$ cat config.mk
export PLATFORM = sky130hd
export DESIGN_NAME = multi_adc_serial_rx_flat
export DESIGN_NICKNAME = d
export VERILOG_FILES = /design/src/rtl/multi_adc_serial_rx_if.sv /design/src/rtl/multi_adc_serial_rx.sv /design/src/flat_wrapper.sv
export SDC_FILE = /design/constraint.sdc
export NUM_CORES = 1
export LEC_CHECK = 0
export CAP_MARGIN = 15
export CORE_UTILIZATION = 53
export CTS_BUF_LIST = sky130_fd_sc_hd__clkbuf_4 sky130_fd_sc_hd__clkbuf_8
export CTS_CLUSTER_SIZE = 24
export DETAILED_ROUTE_END_ITERATION = 10
export PLACE_DENSITY_LB_ADDON = 0.2
export RECOVER_POWER = 50
export SLEW_MARGIN = 40
export SYNTH_ARGS = -nofsm -noshare
export SYNTH_HDL_FRONTEND = slang
export SYNTH_SLANG_ARGS = --single-unit
$ cat constraint.sdc
create_clock -name clk_20M -period 3.1 [get_ports clk_20M]
set_input_delay 0.465 -clock clk_20M [delete_from_list [all_inputs] [get_ports clk_20M]]
set_output_delay 0.465 -clock clk_20M [all_outputs]
set_load 0.01 [all_outputs]
$ cat src/rtl/multi_adc_serial_rx_if.sv
// Serial ADC bus plus parallel result bus for multi_adc_serial_rx.
// master = receiver side, slave = ADC/consumer side.
interface multi_adc_serial_rx_if #(
  parameter int NUM_CH = 2,
  parameter int DATA_W = 12
);
  logic [NUM_CH-1:0]        Data;
  logic                     ADC_clk;
  logic                     chip_select_n;
  logic [NUM_CH*DATA_W-1:0] pdata;
  logic                     pdata_valid;
  logic                     busy;
  logic                     burst_done;
  logic                     overrun;

  modport master (
    input  Data,
    output ADC_clk, chip_select_n, pdata, pdata_valid, busy, burst_done, overrun
  );

  modport slave (
    output Data,
    input  ADC_clk, chip_select_n, pdata, pdata_valid, busy, burst_done, overrun
  );
endinterface

$ cat src/rtl/multi_adc_serial_rx.sv
// Multi-channel serial ADC receiver: shared ADC_clk/chip_select_n, burst-counted frames.
// Optional macro ADC_ACCUM_EN adds per-channel burst accumulators (acc_sum/acc_valid).
//
// state | meaning
// IDLE  | waiting for a trigger while a burst is armed
// SHIFT | frame in progress, ADC_clk running, chip_select_n low
// DONE  | one cycle: publish pdata, count the conversion
// QUIET | chip_select_n held high before the next frame
module multi_adc_serial_rx #(
  parameter int NUM_CH     = 2,
  parameter int DATA_W     = 12,
  parameter int FRAME_BITS = 16,
  parameter int LEAD_BITS  = 4,
  parameter int SCLK_DIV   = 1,
  parameter int QUIET_CYC  = 2,
  parameter int BURST_LEN  = 128
) (
  input  logic clk_20M,
  input  logic reset,
  input  logic sample_control,
  input  logic sensor_clk,
`ifdef ADC_ACCUM_EN
  output logic [NUM_CH*(DATA_W+$clog2(BURST_LEN+1))-1:0] acc_sum,
  output logic                                           acc_valid,
`endif
  multi_adc_serial_rx_if.master bus
);

  localparam int DIV_W = (SCLK_DIV > 1) ? $clog2(SCLK_DIV) : 1;
  localparam int BIT_W = $clog2(FRAME_BITS + 1);
  localparam int REM_W = $clog2(BURST_LEN + 1);
  localparam int QC_W  = (QUIET_CYC > 1) ? $clog2(QUIET_CYC) : 1;

  typedef enum logic [1:0] {IDLE, SHIFT, DONE, QUIET} state_t;

  state_t                   state, state_nxt;
  logic                     sync1, sync2, sync3, trig;
  logic [DIV_W-1:0]         div_cnt;
  logic [BIT_W-1:0]         bit_cnt;
  logic [QC_W-1:0]          quiet_cnt;
  logic [REM_W-1:0]         remaining;
  logic                     adc_clk_q, cs_n_q, pdata_valid_q, busy_q, burst_done_q, overrun_q;
  logic [DATA_W-1:0]        shreg [NUM_CH];
  logic [NUM_CH*DATA_W-1:0] shreg_flat, pdata_q;
  logic                     sclk_tc, rise, done_evt, start_evt, in_frame;

  assign sclk_tc   = (div_cnt == '0);
  assign start_evt = (state == IDLE) && (state_nxt == SHIFT);
  assign done_evt  = (state == SHIFT) && (state_nxt == DONE);
  assign in_frame  = (state == SHIFT) && (state_nxt == SHIFT);

  always_comb begin
    state_nxt = state;
    rise      = 1'b0;
    case (state)
      IDLE:  if (trig && busy_q) state_nxt = SHIFT;
      SHIFT: begin
        if (sclk_tc) begin
          if (!adc_clk_q)
            rise = 1'b1;
          else if (bit_cnt == BIT_W'(FRAME_BITS))
            state_nxt = DONE;
        end
      end
      DONE:  state_nxt = QUIET;
      QUIET: if (quiet_cnt == '0) state_nxt = IDLE;
      default: state_nxt = IDLE;
    endcase
  end

  always_comb begin
    shreg_flat = '0;
    for (int i = 0; i < NUM_CH; i++) shreg_flat[i*DATA_W +: DATA_W] = shreg[i];
  end

  always_ff @(posedge clk_20M or posedge reset) begin
    if (reset) state <= IDLE;
    else       state <= state_nxt;
  end

  // sensor_clk is asynchronous: two flops, then a registered rising-edge detect
  always_ff @(posedge clk_20M or posedge reset) begin
    if (reset) begin
      sync1 <= 1'b0;
      sync2 <= 1'b0;
      sync3 <= 1'b0;
      trig  <= 1'b0;
    end else begin
      sync1 <= sensor_clk;
      sync2 <= sync1;
      sync3 <= sync2;
      trig  <= sync2 & ~sync3;
    end
  end

  always_ff @(posedge clk_20M or posedge reset) begin
    if (reset) begin
      adc_clk_q <= 1'b1;
      cs_n_q    <= 1'b1;
      div_cnt   <= '0;
      bit_cnt   <= '0;
      quiet_cnt <= '0;
      for (int i = 0; i < NUM_CH; i++) shreg[i] <= '0;
    end else begin
      cs_n_q <= (state_nxt != SHIFT);
      if (start_evt) begin
        adc_clk_q <= 1'b0;
        div_cnt   <= DIV_W'(SCLK_DIV - 1);
        bit_cnt   <= '0;
      end else if (in_frame) begin
        if (sclk_tc) begin
          adc_clk_q <= ~adc_clk_q;
          div_cnt   <= DIV_W'(SCLK_DIV - 1);
        end else begin
          div_cnt <= div_cnt - DIV_W'(1);
        end
        if (rise) bit_cnt <= bit_cnt + BIT_W'(1);
      end else begin
        adc_clk_q <= 1'b1;
      end

      // only the data window of the frame reaches the shift registers, MSB first
      if (rise && bit_cnt >= BIT_W'(LEAD_BITS) && bit_cnt < BIT_W'(LEAD_BITS + DATA_W))
        for (int i = 0; i < NUM_CH; i++) shreg[i] <= {shreg[i][DATA_W-2:0], bus.Data[i]};

      if (state == DONE)
        quiet_cnt <= QC_W'(QUIET_CYC - 1);
      else if (state == QUIET && quiet_cnt != '0)
        quiet_cnt <= quiet_cnt - QC_W'(1);
    end
  end

  always_ff @(posedge clk_20M or posedge reset) begin
    if (reset) begin
      pdata_q       <= '0;
      pdata_valid_q <= 1'b0;
      remaining     <= '0;
      busy_q        <= 1'b0;
      burst_done_q  <= 1'b0;
      overrun_q     <= 1'b0;
    end else begin
      pdata_valid_q <= done_evt;
      burst_done_q  <= 1'b0;
      if (done_evt) pdata_q <= shreg_flat;

      // a restart coinciding with the end of a frame re-arms a full burst
      if (sample_control) begin
        remaining <= REM_W'(BURST_LEN);
        busy_q    <= 1'b1;
      end else if (done_evt && remaining != '0) begin
        remaining <= remaining - REM_W'(1);
        if (remaining == REM_W'(1)) begin
          busy_q       <= 1'b0;
          burst_done_q <= 1'b1;
        end
      end

      if (sample_control)
        overrun_q <= 1'b0;
      else if (trig && busy_q && state != IDLE)
        overrun_q <= 1'b1;
    end
  end

`ifdef ADC_ACCUM_EN
  localparam int ACC_W = DATA_W + REM_W;

  logic [ACC_W-1:0]        acc [NUM_CH];
  logic [NUM_CH*ACC_W-1:0] acc_sum_q;
  logic                    acc_valid_q;

  always_ff @(posedge clk_20M or posedge reset) begin
    if (reset) begin
      for (int i = 0; i < NUM_CH; i++) acc[i] <= '0;
      acc_sum_q   <= '0;
      acc_valid_q <= 1'b0;
    end else begin
      acc_valid_q <= 1'b0;
      if (sample_control) begin
        for (int i = 0; i < NUM_CH; i++) acc[i] <= '0;
      end else if (done_evt) begin
        for (int i = 0; i < NUM_CH; i++) acc[i] <= acc[i] + ACC_W'(shreg[i]);
        if (remaining == REM_W'(1)) begin
          acc_valid_q <= 1'b1;
          for (int i = 0; i < NUM_CH; i++)
            acc_sum_q[i*ACC_W +: ACC_W] <= acc[i] + ACC_W'(shreg[i]);
        end
      end
    end
  end

  assign acc_sum   = acc_sum_q;
  assign acc_valid = acc_valid_q;
`endif

  assign bus.ADC_clk       = adc_clk_q;
  assign bus.chip_select_n = cs_n_q;
  assign bus.pdata         = pdata_q;
  assign bus.pdata_valid   = pdata_valid_q;
  assign bus.busy          = busy_q;
  assign bus.burst_done    = burst_done_q;
  assign bus.overrun       = overrun_q;

endmodule
$ cat src/flat_wrapper.sv
// flat-port wrapper written by rule: the top's interface ports become plain ports
module multi_adc_serial_rx_flat 
#(
  parameter int NUM_CH     = 2,
  parameter int DATA_W     = 12,
  parameter int FRAME_BITS = 16,
  parameter int LEAD_BITS  = 4,
  parameter int SCLK_DIV   = 1,
  parameter int QUIET_CYC  = 2,
  parameter int BURST_LEN  = 128
)
  (clk_20M, reset, sample_control, sensor_clk, bus_Data, bus_ADC_clk, bus_chip_select_n, bus_pdata, bus_pdata_valid, bus_busy, bus_burst_done, bus_overrun);
  multi_adc_serial_rx_if #(.NUM_CH(NUM_CH), .DATA_W(DATA_W)) bus_i ();
  input  logic clk_20M;
  input  logic reset;
  input  logic sample_control;
  input  logic sensor_clk;
  input wire logic [$bits(bus_i.Data)-1:0] bus_Data;
  output wire logic [$bits(bus_i.ADC_clk)-1:0] bus_ADC_clk;
  output wire logic [$bits(bus_i.chip_select_n)-1:0] bus_chip_select_n;
  output wire logic [$bits(bus_i.pdata)-1:0] bus_pdata;
  output wire logic [$bits(bus_i.pdata_valid)-1:0] bus_pdata_valid;
  output wire logic [$bits(bus_i.busy)-1:0] bus_busy;
  output wire logic [$bits(bus_i.burst_done)-1:0] bus_burst_done;
  output wire logic [$bits(bus_i.overrun)-1:0] bus_overrun;
  assign bus_i.Data = bus_Data;
  assign bus_ADC_clk = bus_i.ADC_clk;
  assign bus_chip_select_n = bus_i.chip_select_n;
  assign bus_pdata = bus_i.pdata;
  assign bus_pdata_valid = bus_i.pdata_valid;
  assign bus_busy = bus_i.busy;
  assign bus_burst_done = bus_i.burst_done;
  assign bus_overrun = bus_i.overrun;
  multi_adc_serial_rx #(.NUM_CH(NUM_CH), .DATA_W(DATA_W), .FRAME_BITS(FRAME_BITS), .LEAD_BITS(LEAD_BITS), .SCLK_DIV(SCLK_DIV), .QUIET_CYC(QUIET_CYC), .BURST_LEN(BURST_LEN)) u_core (.clk_20M(clk_20M), .reset(reset), .sample_control(sample_control), .sensor_clk(sensor_clk), .bus(bus_i));
endmodule
==> results of run 1 <==
==> how the worst max path moves through the flow <==
stage                   startpoint                  end  slack, ns  cells past startpoint
6_report           u_core.state[1]      u_core.shreg[2]       0.82                      4
5_1_grt            u_core.state[1]      u_core.shreg[1]       0.61                      4
4_1_cts        u_core.remaining[0]  u_core.remaining[2]       0.91                      6
3_5_place_dp   u_core.remaining[0]  u_core.remaining[2]       0.90                      6
3_3_place_gp        sample_control  u_core.remaining[4]       0.98                      3
2_1_floorplan                reset    u_core.bit_cnt[0]       0.76                      1
==> layer usage <==
metal,up-vias,share of wire
met2,30,0.45
met3,10,0.035
met5,-,0
met4,0,0.023
met1,860,0.50
li1,841,-
==> cell type report <==
| class | instances | area, um2 | area share |
|---|---|---|---|
| Clock inverter | 6 | 65.06 | 0.01783 |
| Sequential cell | 74 | 1854 | 0.5082 |
| Timing Repair Buffer | 38 | 385.4 | 0.1056 |
| Multi-Input combinational cell | 125 | 1086 | 0.2977 |
| Tap cell | 72 | 90.09 | 0.02469 |
| Inverter | 8 | 30.03 | 0.008230 |
| Clock buffer | 10 | 137.6 | 0.03772 |
==> through the flow <==
stage          utilization  power (mW)
2_1_floorplan            -       2.158
3_3_place_gp        0.6240       2.453
4_1_cts             0.6606       3.230
5_1_grt             0.6585       3.372
6_report            0.6585       3.167
3_5_place_dp        0.6240       2.472
==> power breakdown <==
group | total (mW) | internal [mW] | switching, mW | leakage, nW
registers | 1.48 | 1.27 | 0.206 | 0.949
logic | 0.947 | 0.577 | 0.370 | 0.622
clock network | 0.741 | 0.395 | 0.346 | 0.103
total | 3.17 | 2.25 | 0.922 | 1.67
==> state kept, by name, indices dropped and copies added, names as in the netlist, 2 cells and up <==
register	cells
u_core.shreg	24
u_core.bit_cnt	5
u_core.bus.pdata	24
u_core.state	2
u_core.remaining	8
==> worst max-delay path, stage by stage (launching register included) <==
cell     delay (ns)
dfrtp_1        0.47
nor3b_1        0.72
nor3b_4        0.29
buf_4          0.32
mux2_2         0.37
==> cells by family (layout without fill, tap and decap cells) <==
group / Yosys count / count (layout) / synth area share
buffers and inverters: 16 / 62 / 0.03201
muxes: 52 / 52 / 0.1941
DFF: 74 / 74 / 0.6081
AOI/OAI and AO/OA: 15 / 15 / 0.03365
xor gates and xnor gates: 5 / 5 / 0.01436
and+or+nand+nor: 48 / 48 / 0.09726
adders and majority gates: 5 / 5 / 0.02052
==> cells in the final DEF (no fill, tap or decap), types with 2 or more instances in the layout <==
cell             instances
dfrtp_1                 72
mux2_2                  48
clkdlybuf4s50_1         32
nor2_1                  16
clkbuf_8                10
inv_1                    8
nor2b_1                  6
nand2_1                  5
a21oi_1                  5
ha_1                     5
xor2_1                   3
nand4_1                  3
or3_1                    3
o21ai_0                  3
dlygate4sd3_1            3
nor3_1                   2
and4b_1                  2
xnor2_1                  2
mux2_4                   2
clkinv_2                 2
buf_4                    2
==> metrics.txt, run 1 <==
status finished, final reports clean; pwr dens 868.1 mW/mm2; final WL 4526 um; standard-cell rows 27; worst slew pin tran 1.213 ns; max-slew violations 0; CP Max Fanout 24; ys async rst share 1.000; die width 77.85 um; Fin. Hold Viols 0; gr usage total 0.1751; reg2reg end u_core.shreg[2]; Worst Skew 0.008820 ns; crit share post-route 0.7368; met2 Use GR 0.2761; Max-Cap Viols 0; Synth area leaders dfrtp_1 (59%), mux2_2 (18%), ha_1 (2.1%), nor2_1 (2.0%), dfstp_2 (1.7%); post-synth top area cell dfrtp_1; top cells by count, synth dfrtp_1 (72), mux2_2 (48), nor2_1 (16), inv_1 (8), nor2b_1 (6); TritonRoute pass-1 iters 4; CP Launch Type flop; # nets final 267; pre-CTS setup slack 0.9034 ns; P&R area growth vs syn 19.66%; Hold Slack 0.3542 ns; Main synth FF type dfrtp_1; clk slew on worst S/H paths 0.07 ns; Unique masters post-synth 39; Finished Layout Cells 333; Worst Setup Slack, final 0.8161 ns; Syn Inst Count 215; Syn. warnings 0; fillers 427; worst r2r src u_core.state[1]; DP Cell Count 317; reg2reg setup slack 0.82 ns; Avg Cell Area, Syn 14.18 um2; Design Area, Final 0.003649 mm2; sequential-to-total area share from yosys stat 0.6081; first-pass GRT wire length 8142 um; WP data required 3.32 ns; Final min period 2.284 ns; layout cells sized above 1 0.2874; Hold Buf Count CTS 0; arrival time at the worst endpoint 2.51 ns; Starting Density 0.5504; area fraction of the dominant cell type after synthesis 0.5909; RSZ-0062 raised after global routing no; Placed Instance Area 0.003457 mm2; core area 0.005540 mm2; ant diodes 0; Top Ports 36; total negative slack 0 ns; final estimated routing congestion in global placement 0.7470; total gr overflow 0; CTS max path bufs 2; met1 usage 0.2228; Final setup viols 0; Clock Tree Root clkbuf_8; Max VDD drop 0.0005160 V; Most Crowded Layer GR met2; total clock sinks 74; Yosys reg bits 74; htree depth 3; iteration-0 DRC count of the detailed router 37; Post-Syn Nets 226; number of setup buffers added after CTS 0; I/O Buffers 35; hold path start u_core.sync1; vias in the first global route 1856; CTS buffer count 9; Leak Pwr 1.673 nW; Synth Cell Area 0.003049 mm2; Max transition margin 0.1903; Hold Path Class reg -> reg; DIE AREA 0.006061 mm2; Post-synth EDFFs 0; Vias/cell 5.228; Die Y 77.85 um; Crit. End Element flop; WHS Endpoint u_core.sync2; Hold Path Stages 0; worst skew pair latency 0.34 ns; Final ANT Viol Nets 0; largest net degree at the start of global routing 45; via count 1741; Avg WL per Cell 13.59 um; CTS tree yes; Max Clk Rate 0.4378 GHz; Residual DRC 0; initial antenna violation count 0; post-CTS sizing 0; routing usage on met3 0.04118; post-DP HPWL 2968 um; crit path kind reg -> reg; reg2reg path depth 4; most common cell in the netlist dfrtp_1
Power figures use the tool's default switching activity.
==> run 2: changes to the inputs <==
--- a/config.mk
+++ b/config.mk
@@ -6,7 +6,7 @@
 export NUM_CORES = 1
 export LEC_CHECK = 0
 export CAP_MARGIN = 15
-export CORE_UTILIZATION = 53
+export CORE_UTILIZATION = 52
 export CTS_BUF_LIST = sky130_fd_sc_hd__clkbuf_4 sky130_fd_sc_hd__clkbuf_8
 export CTS_CLUSTER_SIZE = 24
 export DETAILED_ROUTE_END_ITERATION = 10
==> constraint.sdc (replaced) <==
create_clock -name clk_20M -period 1.9 [get_ports clk_20M]
set_input_delay 0.285 -clock clk_20M [delete_from_list [all_inputs] [get_ports clk_20M]]
set_output_delay 0.285 -clock clk_20M [all_outputs]
set_load 0.01 [all_outputs]
==> metrics.txt, run 2 (same netlist as run 1, synthesis figures left out) <==
DIE AREA 0.006174 mm2 (+1.9%); Hold Path Class reg -> reg; Starting Density 0.5470 (-0.003335); WP data required 2.13 ns (-1.19 ns); Final setup viols 0 (unchanged); final estimated routing congestion in global placement 0.7424 (-0.62%); fin util 0.6916 (+0.03304); CP Launch Type flop; Finished Layout Cells 347 (+4.2%); die width 78.58 um (+0.93%); Max Clk Rate 0.5283 GHz (+21%); Reg power frac 0.429 (-0.038); switching share of power 0.2882 (-0.002869); htree depth 3 (unchanged); TritonRoute pass-1 iters 4 (unchanged); CTS tree yes; crit path kind reg -> reg; gr usage total 0.1862 (+0.01109); status finished, final reports clean; clock share of power 0.250 (+0.016); core area 0.005574 mm2 (+0.61%); CTS buffer count 9 (unchanged); reg2reg path depth 6 (+2); worst skew pair latency 0.35 ns (about the same); Hold Path Stages 0 (unchanged); post-DP HPWL 3137 um (+5.7%); worst slew pin tran 0.9629 ns (-0.2502 ns); clk slew on worst S/H paths 0.07 ns (about the same); Final ANT Viol Nets 0 (unchanged); Max VDD drop 0.0008771 V (+70%); pwr dens 1450 mW/mm2 (+67%); Cell Int Power 3.980 mW (+77%); CP Max Fanout 6 (-75%); initial antenna violation count 0 (unchanged); first-pass GRT wire length 8576 um (+5.3%); I/O Buffers 35 (unchanged); Final min period 1.893 ns (-0.3909 ns); P&R area growth vs syn 26.43%; fillers 398 (-6.8%); Sw Pwr 1.611 mW (+75%); largest net degree at the start of global routing 75 (+67%); Worst Skew 0.008843 ns (+0.00002304 ns); layout cells sized above 1 0.3564 (+0.06901); Avg WL per Cell 14.68 um (+8.0%); standard-cell rows 27 (unchanged); iteration-0 DRC count of the detailed router 72 (+95%); Vias/cell 5.245 (+0.32%); total clock sinks 74 (unchanged); Top Ports 36 (unchanged); RSZ-0062 raised after global routing yes; Leak Pwr 1.757 nW (+5.0%); Max-Cap Viols 0 (unchanged); Clock Tree Root clkbuf_8; most frequent cells in the layout dfrtp_1 (72), mux2_2 (48), clkdlybuf4s50_1 (33); Max transition margin 0.3580 (+0.1677); Hold Buf Count CTS 0 (unchanged); ant diodes 0 (unchanged); Crit. End Element flop; Residual DRC 0 (unchanged); most common cell after layout, fill and taps aside dfrtp_1; total gr overflow 0 (unchanged); max-slew violations 0 (unchanged); crit share post-route 0.9963 (+0.2596); DP Cell Count 330 (+4.1%); CTS max path bufs 2 (unchanged); Fin. Hold Viols 0 (unchanged); Die Y 78.58 um (+0.93%); via count 1820 (+4.5%); power share of the combinational group 0.321 (+0.022); vias in the first global route 1894 (+2.0%); # nets final 281 (+5.2%); final WL 5093 um (+13%); arrival time at the worst endpoint 2.12 ns (-0.39 ns)
## run 2: area by class of cell
class	instances	area [um2]	area share
clock buffers	11	151.4	0.03927
well taps	72	90.09	0.02337
multi-input cells	125	1137	0.2950
flip-flops and latches	74	1854	0.4810
clock inverters	5	85.08	0.02207
inverters	8	33.78	0.008763
repair buffers	52	503.0	0.1305
## run 2: metrics by stage
step	hold slack, ns	TNS (ns)	power (mW)	instance area [um2]	setup WS (ns)
global route	0.3981	-0.3138	5.913	3855	-0.06396
finish	0.3734	0	5.591	3855	0.007019
CTS	0.3600	0	5.642	3831	0.002927
detailed placement	0.3528	0	4.206	3583	0.009660
floorplan	0.3164	0	3.522	3053	0.006816
global placement	0.3614	0	4.135	3583	0.04808
## run 2: per-layer routing
metal / GRT usage / vias up / routed length (um)
met5: 0 / - / 0
met1: 0.2315 / 906 / 2335
met2: 0.2913 / 35 / 2406
li1: - / 865 / -
met3: 0.04884 / 14 / 192
met4: 0.1111 / 0 / 159
## run 2: final timing paths
path | from | end | slack (ns)
max | u_core.remaining[0] | u_core.remaining[5] | 0.007
min | u_core.sync1 | u_core.sync2 | 0.37
max reg2reg | u_core.remaining[0] | u_core.remaining[5] | 0.007
min reg2reg | u_core.sync1 | u_core.sync2 | 0.37
max in group asynchronous | reset | u_core.shreg[8] | 0.52
min in group asynchronous | reset | u_core.shreg[12] | 0.78
## run 2: power by group through the flow
stage | sequential (mW) | clock (mW) | combinational, mW
after floorplan | 2.44 | 0 | 1.08
after global placement | 2.41 | 0 | 1.73
after detailed placement | 2.43 | 0 | 1.78
after CTS | 2.40 | 1.43 | 1.80
after global routing | 2.47 | 1.49 | 1.95
final | 2.40 | 1.40 | 1.79
## run 2: timing repair
action                     4_1_cts  5_1_grt
setup buffers                    0        1
cloned                           0        0
pin swaps                        0        3
resized for setup                1       10
setup endpoints to repair        1        8
## run 2: critical path, cell delays in order, from the launching register on
cell and delay, ns:
dfrtp_1 0.39, inv_2 0.08, ha_4 0.13, or4b_4 0.48
o2111ai_4 0.32, nor4_2 0.08, mux2_4 0.30
